<file path="src/rtl/vxe_axi4slv_burst_biu.sv">
// AXI4 slave burst front-end that turns AXI read/write bursts into single-beat
// BIU requests; the read and write paths are independent single-outstanding FSMs.
module vxe_axi4slv_burst_biu #(
  parameter int ADDR_WIDTH = 32,
  parameter int DATA_WIDTH = 32,
  parameter int ID_WIDTH   = 8
) (
  input  logic                    S_AXI4_ACLK,
  input  logic                    S_AXI4_ARESET,
  // AW channel
  input  logic [ID_WIDTH-1:0]     S_AXI4_AWID,
  input  logic [ADDR_WIDTH-1:0]   S_AXI4_AWADDR,
  input  logic [7:0]              S_AXI4_AWLEN,
  input  logic [2:0]              S_AXI4_AWSIZE,
  input  logic [1:0]              S_AXI4_AWBURST,
  input  logic                    S_AXI4_AWLOCK,
  input  logic [2:0]              S_AXI4_AWPROT,
  input  logic                    S_AXI4_AWVALID,
  output logic                    S_AXI4_AWREADY,
  // W channel
  input  logic [DATA_WIDTH-1:0]   S_AXI4_WDATA,
  input  logic [DATA_WIDTH/8-1:0] S_AXI4_WSTRB,
  input  logic                    S_AXI4_WLAST,
  input  logic                    S_AXI4_WVALID,
  output logic                    S_AXI4_WREADY,
  // B channel
  output logic [ID_WIDTH-1:0]     S_AXI4_BID,
  output logic [1:0]              S_AXI4_BRESP,
  output logic                    S_AXI4_BVALID,
  input  logic                    S_AXI4_BREADY,
  // AR channel
  input  logic [ID_WIDTH-1:0]     S_AXI4_ARID,
  input  logic [ADDR_WIDTH-1:0]   S_AXI4_ARADDR,
  input  logic [7:0]              S_AXI4_ARLEN,
  input  logic [2:0]              S_AXI4_ARSIZE,
  input  logic [1:0]              S_AXI4_ARBURST,
  input  logic                    S_AXI4_ARLOCK,
  input  logic [2:0]              S_AXI4_ARPROT,
  input  logic                    S_AXI4_ARVALID,
  output logic                    S_AXI4_ARREADY,
  // R channel
  output logic [ID_WIDTH-1:0]     S_AXI4_RID,
  output logic [DATA_WIDTH-1:0]   S_AXI4_RDATA,
  output logic [1:0]              S_AXI4_RRESP,
  output logic                    S_AXI4_RLAST,
  output logic                    S_AXI4_RVALID,
  input  logic                    S_AXI4_RREADY,
  // BIU write port
  output logic [ADDR_WIDTH-1:0]   biu_waddr,
  output logic                    biu_wenable,
  output logic [DATA_WIDTH-1:0]   biu_wdata,
  output logic [DATA_WIDTH/8-1:0] biu_wben,
  input  logic                    biu_waccept,
  input  logic                    biu_werror,
  // BIU read port
  output logic [ADDR_WIDTH-1:0]   biu_raddr,
  output logic                    biu_renable,
  input  logic [DATA_WIDTH-1:0]   biu_rdata,
  input  logic                    biu_raccept,
  input  logic                    biu_rerror
);

  localparam int unsigned STRB_WIDTH = DATA_WIDTH / 8;
  localparam int unsigned MAX_SIZE   = $clog2(STRB_WIDTH);

  typedef enum logic [1:0] {W_IDLE, W_DATA, W_BIU, W_RESP} wstate_t;
  typedef enum logic [1:0] {R_IDLE, R_BIU, R_DATA} rstate_t;

  // Lock and protection attributes carry no meaning for this slave.
  logic unused_attr;
  assign unused_attr = ^{S_AXI4_AWLOCK, S_AXI4_AWPROT, S_AXI4_ARLOCK, S_AXI4_ARPROT};

  function automatic logic [ADDR_WIDTH-1:0] next_addr(
    input logic [ADDR_WIDTH-1:0] addr,
    input logic [7:0]            len,
    input logic [2:0]            size,
    input logic [1:0]            burst
  );
    logic [2:0]            eff;
    logic [ADDR_WIDTH-1:0] nbytes, incr, wmask, res;
    eff    = (size > 3'(MAX_SIZE)) ? 3'(MAX_SIZE) : size;
    nbytes = ADDR_WIDTH'(1) << eff;
    incr   = (addr & ~(nbytes - ADDR_WIDTH'(1))) + nbytes;
    // Wrap window is (LEN+1)*bytes; a zero mask means WRAP degrades to INCR.
    case (len)
      8'd1:    wmask = (nbytes << 1) - ADDR_WIDTH'(1);
      8'd3:    wmask = (nbytes << 2) - ADDR_WIDTH'(1);
      8'd7:    wmask = (nbytes << 3) - ADDR_WIDTH'(1);
      8'd15:   wmask = (nbytes << 4) - ADDR_WIDTH'(1);
      default: wmask = '0;
    endcase
    case (burst)
      2'b00:   res = addr;
      2'b10:   res = (wmask != '0) ? ((addr & ~wmask) | (incr & wmask)) : incr;
      default: res = incr;
    endcase
    return res;
  endfunction

  // ---------------- write path ----------------
  wstate_t                w_state, w_next;
  logic [ID_WIDTH-1:0]    w_id;
  logic [ADDR_WIDTH-1:0]  w_addr;
  logic [7:0]             w_len, w_cnt;
  logic [2:0]             w_size;
  logic [1:0]             w_burst;
  logic                   w_err;
  logic [DATA_WIDTH-1:0]  w_data;
  logic [STRB_WIDTH-1:0]  w_strb;

  always_ff @(posedge S_AXI4_ACLK) begin
    if (S_AXI4_ARESET) w_state <= W_IDLE;
    else               w_state <= w_next;
  end

  always_ff @(posedge S_AXI4_ACLK) begin
    if (S_AXI4_ARESET) begin
      w_id <= '0; w_addr <= '0; w_len <= '0; w_cnt <= '0; w_size <= '0;
      w_burst <= '0; w_err <= 1'b0; w_data <= '0; w_strb <= '0;
    end else begin
      case (w_state)
        W_IDLE: if (S_AXI4_AWVALID) begin
          w_id    <= S_AXI4_AWID;
          w_addr  <= S_AXI4_AWADDR;
          w_len   <= S_AXI4_AWLEN;
          w_size  <= S_AXI4_AWSIZE;
          w_burst <= S_AXI4_AWBURST;
          w_cnt   <= '0;
          w_err   <= 1'b0;
        end
        W_DATA: if (S_AXI4_WVALID) begin
          w_data <= S_AXI4_WDATA;
          w_strb <= S_AXI4_WSTRB;
          if (S_AXI4_WLAST != (w_cnt == w_len)) w_err <= 1'b1;
        end
        W_BIU: if (biu_waccept) begin
          if (biu_werror) w_err <= 1'b1;
          if (w_cnt != w_len) begin
            w_cnt  <= w_cnt + 8'd1;
            w_addr <= next_addr(w_addr, w_len, w_size, w_burst);
          end
        end
        default: ;
      endcase
    end
  end

  always_comb begin
    w_next         = w_state;
    S_AXI4_AWREADY = 1'b0;
    S_AXI4_WREADY  = 1'b0;
    S_AXI4_BVALID  = 1'b0;
    biu_wenable    = 1'b0;
    S_AXI4_BID     = '0;
    S_AXI4_BRESP   = '0;
    biu_waddr      = '0;
    biu_wdata      = '0;
    biu_wben       = '0;
    if (!S_AXI4_ARESET) begin
      S_AXI4_BID   = w_id;
      S_AXI4_BRESP = w_err ? 2'b10 : 2'b00;
      biu_waddr    = w_addr;
      biu_wdata    = w_data;
      biu_wben     = w_strb;
      case (w_state)
        W_IDLE: begin
          S_AXI4_AWREADY = 1'b1;
          if (S_AXI4_AWVALID) w_next = W_DATA;
        end
        W_DATA: begin
          S_AXI4_WREADY = 1'b1;
          if (S_AXI4_WVALID) w_next = W_BIU;
        end
        W_BIU: begin
          biu_wenable = 1'b1;
          if (biu_waccept) w_next = (w_cnt == w_len) ? W_RESP : W_DATA;
        end
        W_RESP: begin
          S_AXI4_BVALID = 1'b1;
          if (S_AXI4_BREADY) w_next = W_IDLE;
        end
        default: w_next = W_IDLE;
      endcase
    end
  end

  // ---------------- read path ----------------
  rstate_t                r_state, r_next;
  logic [ID_WIDTH-1:0]    r_id;
  logic [ADDR_WIDTH-1:0]  r_addr;
  logic [7:0]             r_len, r_cnt;
  logic [2:0]             r_size;
  logic [1:0]             r_burst;
  logic                   r_err;
  logic [DATA_WIDTH-1:0]  r_data;

  always_ff @(posedge S_AXI4_ACLK) begin
    if (S_AXI4_ARESET) r_state <= R_IDLE;
    else               r_state <= r_next;
  end

  always_ff @(posedge S_AXI4_ACLK) begin
    if (S_AXI4_ARESET) begin
      r_id <= '0; r_addr <= '0; r_len <= '0; r_cnt <= '0; r_size <= '0;
      r_burst <= '0; r_err <= 1'b0; r_data <= '0;
    end else begin
      case (r_state)
        R_IDLE: if (S_AXI4_ARVALID) begin
          r_id    <= S_AXI4_ARID;
          r_addr  <= S_AXI4_ARADDR;
          r_len   <= S_AXI4_ARLEN;
          r_size  <= S_AXI4_ARSIZE;
          r_burst <= S_AXI4_ARBURST;
          r_cnt   <= '0;
        end
        R_BIU: if (biu_raccept) begin
          r_data <= biu_rdata;
          r_err  <= biu_rerror;
        end
        R_DATA: if (S_AXI4_RREADY && (r_cnt != r_len)) begin
          r_cnt  <= r_cnt + 8'd1;
          r_addr <= next_addr(r_addr, r_len, r_size, r_burst);
        end
        default: ;
      endcase
    end
  end

  always_comb begin
    r_next         = r_state;
    S_AXI4_ARREADY = 1'b0;
    S_AXI4_RVALID  = 1'b0;
    S_AXI4_RLAST   = 1'b0;
    biu_renable    = 1'b0;
    S_AXI4_RID     = '0;
    S_AXI4_RDATA   = '0;
    S_AXI4_RRESP   = '0;
    biu_raddr      = '0;
    if (!S_AXI4_ARESET) begin
      S_AXI4_RID   = r_id;
      S_AXI4_RDATA = r_data;
      S_AXI4_RRESP = r_err ? 2'b10 : 2'b00;
      biu_raddr    = r_addr;
      case (r_state)
        R_IDLE: begin
          S_AXI4_ARREADY = 1'b1;
          if (S_AXI4_ARVALID) r_next = R_BIU;
        end
        R_BIU: begin
          biu_renable = 1'b1;
          if (biu_raccept) r_next = R_DATA;
        end
        R_DATA: begin
          S_AXI4_RVALID = 1'b1;
          S_AXI4_RLAST  = (r_cnt == r_len);
          if (S_AXI4_RREADY) r_next = (r_cnt == r_len) ? R_IDLE : R_BIU;
        end
        default: r_next = R_IDLE;
      endcase
    end
  end

endmodule

</file>
<file path="config.mk">
export PLATFORM = sky130hd
export DESIGN_NAME = vxe_axi4slv_burst_biu
export DESIGN_NICKNAME = d
export VERILOG_FILES = /design/src/rtl/vxe_axi4slv_burst_biu.sv
export SDC_FILE = /design/constraint.sdc
export NUM_CORES = 1
export LEC_CHECK = 0
export ABC_AREA = 1
export BUFFER_PORTS_ARGS = -buffer_cell sky130_fd_sc_hd__buf_4
export CORE_MARGIN = 2
export CORE_UTILIZATION = 25
export CTS_CLUSTER_SIZE = 12
export DETAILED_ROUTE_END_ITERATION = 8
export PLACE_DENSITY = 0.43
export RECOVER_POWER = 100
export SLEW_MARGIN = 10
export SYNTH_ARGS = -nofsm -noshare
export SYNTH_HDL_FRONTEND = slang
export SYNTH_SLANG_ARGS = --single-unit
</file>
<file path="constraint.sdc">
create_clock -name S_AXI4_ACLK -period 3.6 [get_ports S_AXI4_ACLK]
set_clock_uncertainty 0.2 [all_clocks]
set_input_delay 0.72 -clock S_AXI4_ACLK [delete_from_list [all_inputs] [get_ports S_AXI4_ACLK]]
set_output_delay 0.72 -clock S_AXI4_ACLK [all_outputs]
set_load 0.05 [all_outputs]
</file>
==> flow_summary_export.csv <==
group,metric,value,unit
clocking,ctsResizeCount,0,
die,boundaryPins,354,
clocking,post_cts_buffers,0,
synthesis,synth.avg_cell_area,6.20,sq um
die,die_area,50600,sq um
global_route,grt_usage,18.2,%
die,coreArea,47900,sq um
setup_path,critPathBufInv,3,
place,hpwl,35500,um
die,dieHeight,225,um
setup_path,worst_setup_path_start_kind,"primary input",
routing,firstDrtPassIters,5,
finish,layout.area.seq,3920,sq um
power_and_ir_drop,seqPwrFrac,33.3,%
timing,fmax,0.308,GHz
die,initial_core_util,25.4,%
place,place_inst,2860,
clocking,clock-sinks,196,
global_route,overflow,0,
synthesis,yosysSeqAreaShare,32.2,%
timing,hold_viol_final,0,
power_and_ir_drop,power_frac_clock,24.0,%
finish,mostFrequentLayoutCell,"nand2_1",
power_and_ir_drop,p_int,4.68,mW
clocking,cts_hold_buf,0,
power_and_ir_drop,swShare,46.8,%
synthesis,synth_cells,1968,
synthesis,synth-adder-area-share,1.87,%
routing,drt_iter0_markers,694,
setup_path,path_delay_family,"buffers and inverters",
run_status,status,"complete, but fails checks",
synthesis,synth-simple-area-share,33.4,%
clocking,worst_skew_pair.late_latency,0.50,ns
power_and_ir_drop,p_comb_share,42.7,%
timing,drv_slew,68,
die,die_w,225,um
finish,nets,2475,
global_route,grt_max_degree,77,
clocking,ctsHtreeMaxLevel,4,
synthesis,synthFlopType,"dfxtp_1",
synthesis,async_flop_share,0,%
global_route,grt_pass1_wl,71600,um
clocking,cts.clk_slew.worst_paths,0.08,ns
synthesis,synth_compound_area_share,17.7,%
finish,drive_gt1_share,14.2,%
routing,via_per_inst,4.63,
power_and_ir_drop,power_density,574,nW/um^2
job,max_cap_violations,1,
synthesis,synth_xor_area_share,2.58,%
setup_path,slowest_stage,"clkbuf_4",
global_route,grt_pass1_vias,13000,
synthesis,synth-edff-count,0,
clocking,tritoncts,"built",
synthesis,yosysWarnings,0,
timing,fin_crit_sh,90.3,%
timing,tns,0,ns
setup_path,cpPeakStageDelay,0.49,ns
timing,rsz0062_at_grt,"false",
clocking,clockRootBuffer,"clkbuf_16",
die,rows,80,
routing,ant_nets,0,
setup_path,cp-end-kind,"primary output",
synthesis,syn_area,12200,sq um
routing,vias,13400,
place,gp_congestion,0.898,
synthesis,synth_top_family_by_area,"simple AND/OR/NAND/NOR gates",
synthesis,synth.distinct_cells,51,
synthesis,muxShareOfSynthArea,0,%
finish,multi_input_area,6790,sq um
finish,n_antenna_cell,0,
finish,syn_to_final_growth,25.9,%
routing,wl_per_cell,16.1,um
clocking,cts-buffers-inserted,17,
power_and_ir_drop,ir_drop,0.302,mV
setup_path,crit_type,"primary input to primary output",
timing,min_period,3.25,ns
power_and_ir_drop,power_switching,4.12,mW
timing,setup_viol,0,
power_and_ir_drop,power.static_leakage,6.75,nW
setup_path,cp.arrival,2.33,ns
finish,finalNonFillerCells,2892,
finish,fill_cells,5503,
min_path,hp-class,"primary input to flip-flop",
clocking,clock_path_buffers,2,
timing,max_slew_margin,-28.6,%
setup_path,path_max_fanout,61,
setup_path,cp_data_required_time,2.68,ns
setup_path,worstPathCellList,"clkbuf_4 -> buf_4 -> nor2_1 -> clkbuf_1",
place,placement.io_buffers,343,
finish,final_cell_mix,"359 x nand2_1, 329 x nor2_1, 277 x inv_1",
global_route,grt_antenna_before_repair,4,
routing,wirelength,46400,um
routing,drc,0,
synthesis,yosys_register_bits,196,
run_status,violations,"max-capacitance violations, max-slew violations",
timing,tightest_slew,1.92,ns
[through the flow]
step           hold slack [ns]  instance area, sq um  power, mW  setup WS (ns)  utilization (%)
2_1_floorplan            0.230                 12200       5.72          0.304                -
3_3_place_gp             0.240                 15300       6.88          0.735             31.9
3_5_place_dp             0.246                 15300       6.91          0.734             31.9
4_1_cts                  0.186                 15900       9.08          0.730             33.2
5_1_grt                  0.186                 15400       9.43          0.236             32.0
6_report                 0.227                 15400       8.81          0.351             32.0
[kinds of logic (layout without fill, tap and decap cells)]
| family | Yosys count | count (layout) |
|---|---|---|
| AOI/OAI and AO/OA | 404 | 404 |
| DFF | 196 | 196 |
| other | 2 | 10 |
| and+or+nand+nor | 937 | 937 |
| xor gates and xnor gates | 36 | 36 |
| buffers and inverters | 376 | 677 |
| adders and majority gates | 17 | 17 |
[cells in the mapped netlist (all sizes together) (9+ instances only)]
library cell	count	area, sq um
nand4	49	322
dfxtp	196	3920
ha	15	188
xor2	20	175
xnor2	16	140
o21ai	165	830
inv	283	1070
nor3	44	235
nand2	372	1460
nor4	9	56.3
a21oi	219	1170
nor2	334	1280
buf	26	166
nand3	113	613
clkbuf	65	245
[per-layer routing]
metal  global-route usage, %  routed length (um)  vias to the layer above
met5                       0                  57                        -
met4                    5.98                 849                        8
met3                    5.51                3290                       50
met2                    27.9               20100                      350
met1                    24.3               22100                     6096
li1                        -                   -                     6888
[layout make-up]
cell class / instances / share of cell area, %
multi-input combinational: 1404 / 44.2
sequential: 196 / 25.6
timing repair buffer: 360 / 14.2
inverter: 285 / 7.03
tap: 615 / 5.01
clock buffer: 18 / 2.79
clock inverter: 14 / 1.23
[final timing paths]
check | endpoint | from | slack [ns] | cells past startpoint
worst max-delay path | biu_raddr[28] | S_AXI4_ARESET | 0.35 | 4
worst min-delay path | r_state[0]$_SDFFE_PP0P_ | biu_raccept | 0.23 | 2
worst max register to register | flip-flop | r_size[1]$_SDFFE_PP0P_ | 0.56 | 15
worst min register to register | w_data[30]$_SDFFE_PP0P_ | w_data[30]$_SDFFE_PP0P_ | 0.26 | 2
[power groups by stage]
| stage | combinational (mW) | sequential, mW | clock, mW |
|---|---|---|---|
| 5_1_grt | 4.18 | 2.99 | 2.26 |
| 2_1_floorplan | 2.85 | 2.87 | 0 |
| 3_3_place_gp | 3.90 | 2.98 | 0 |
| 3_5_place_dp | 3.93 | 2.98 | 0 |
| 4_1_cts | 3.94 | 2.93 | 2.21 |
| 6_report | 3.76 | 2.93 | 2.11 |
No activity file was read; power rests on OpenSTA's default activity.
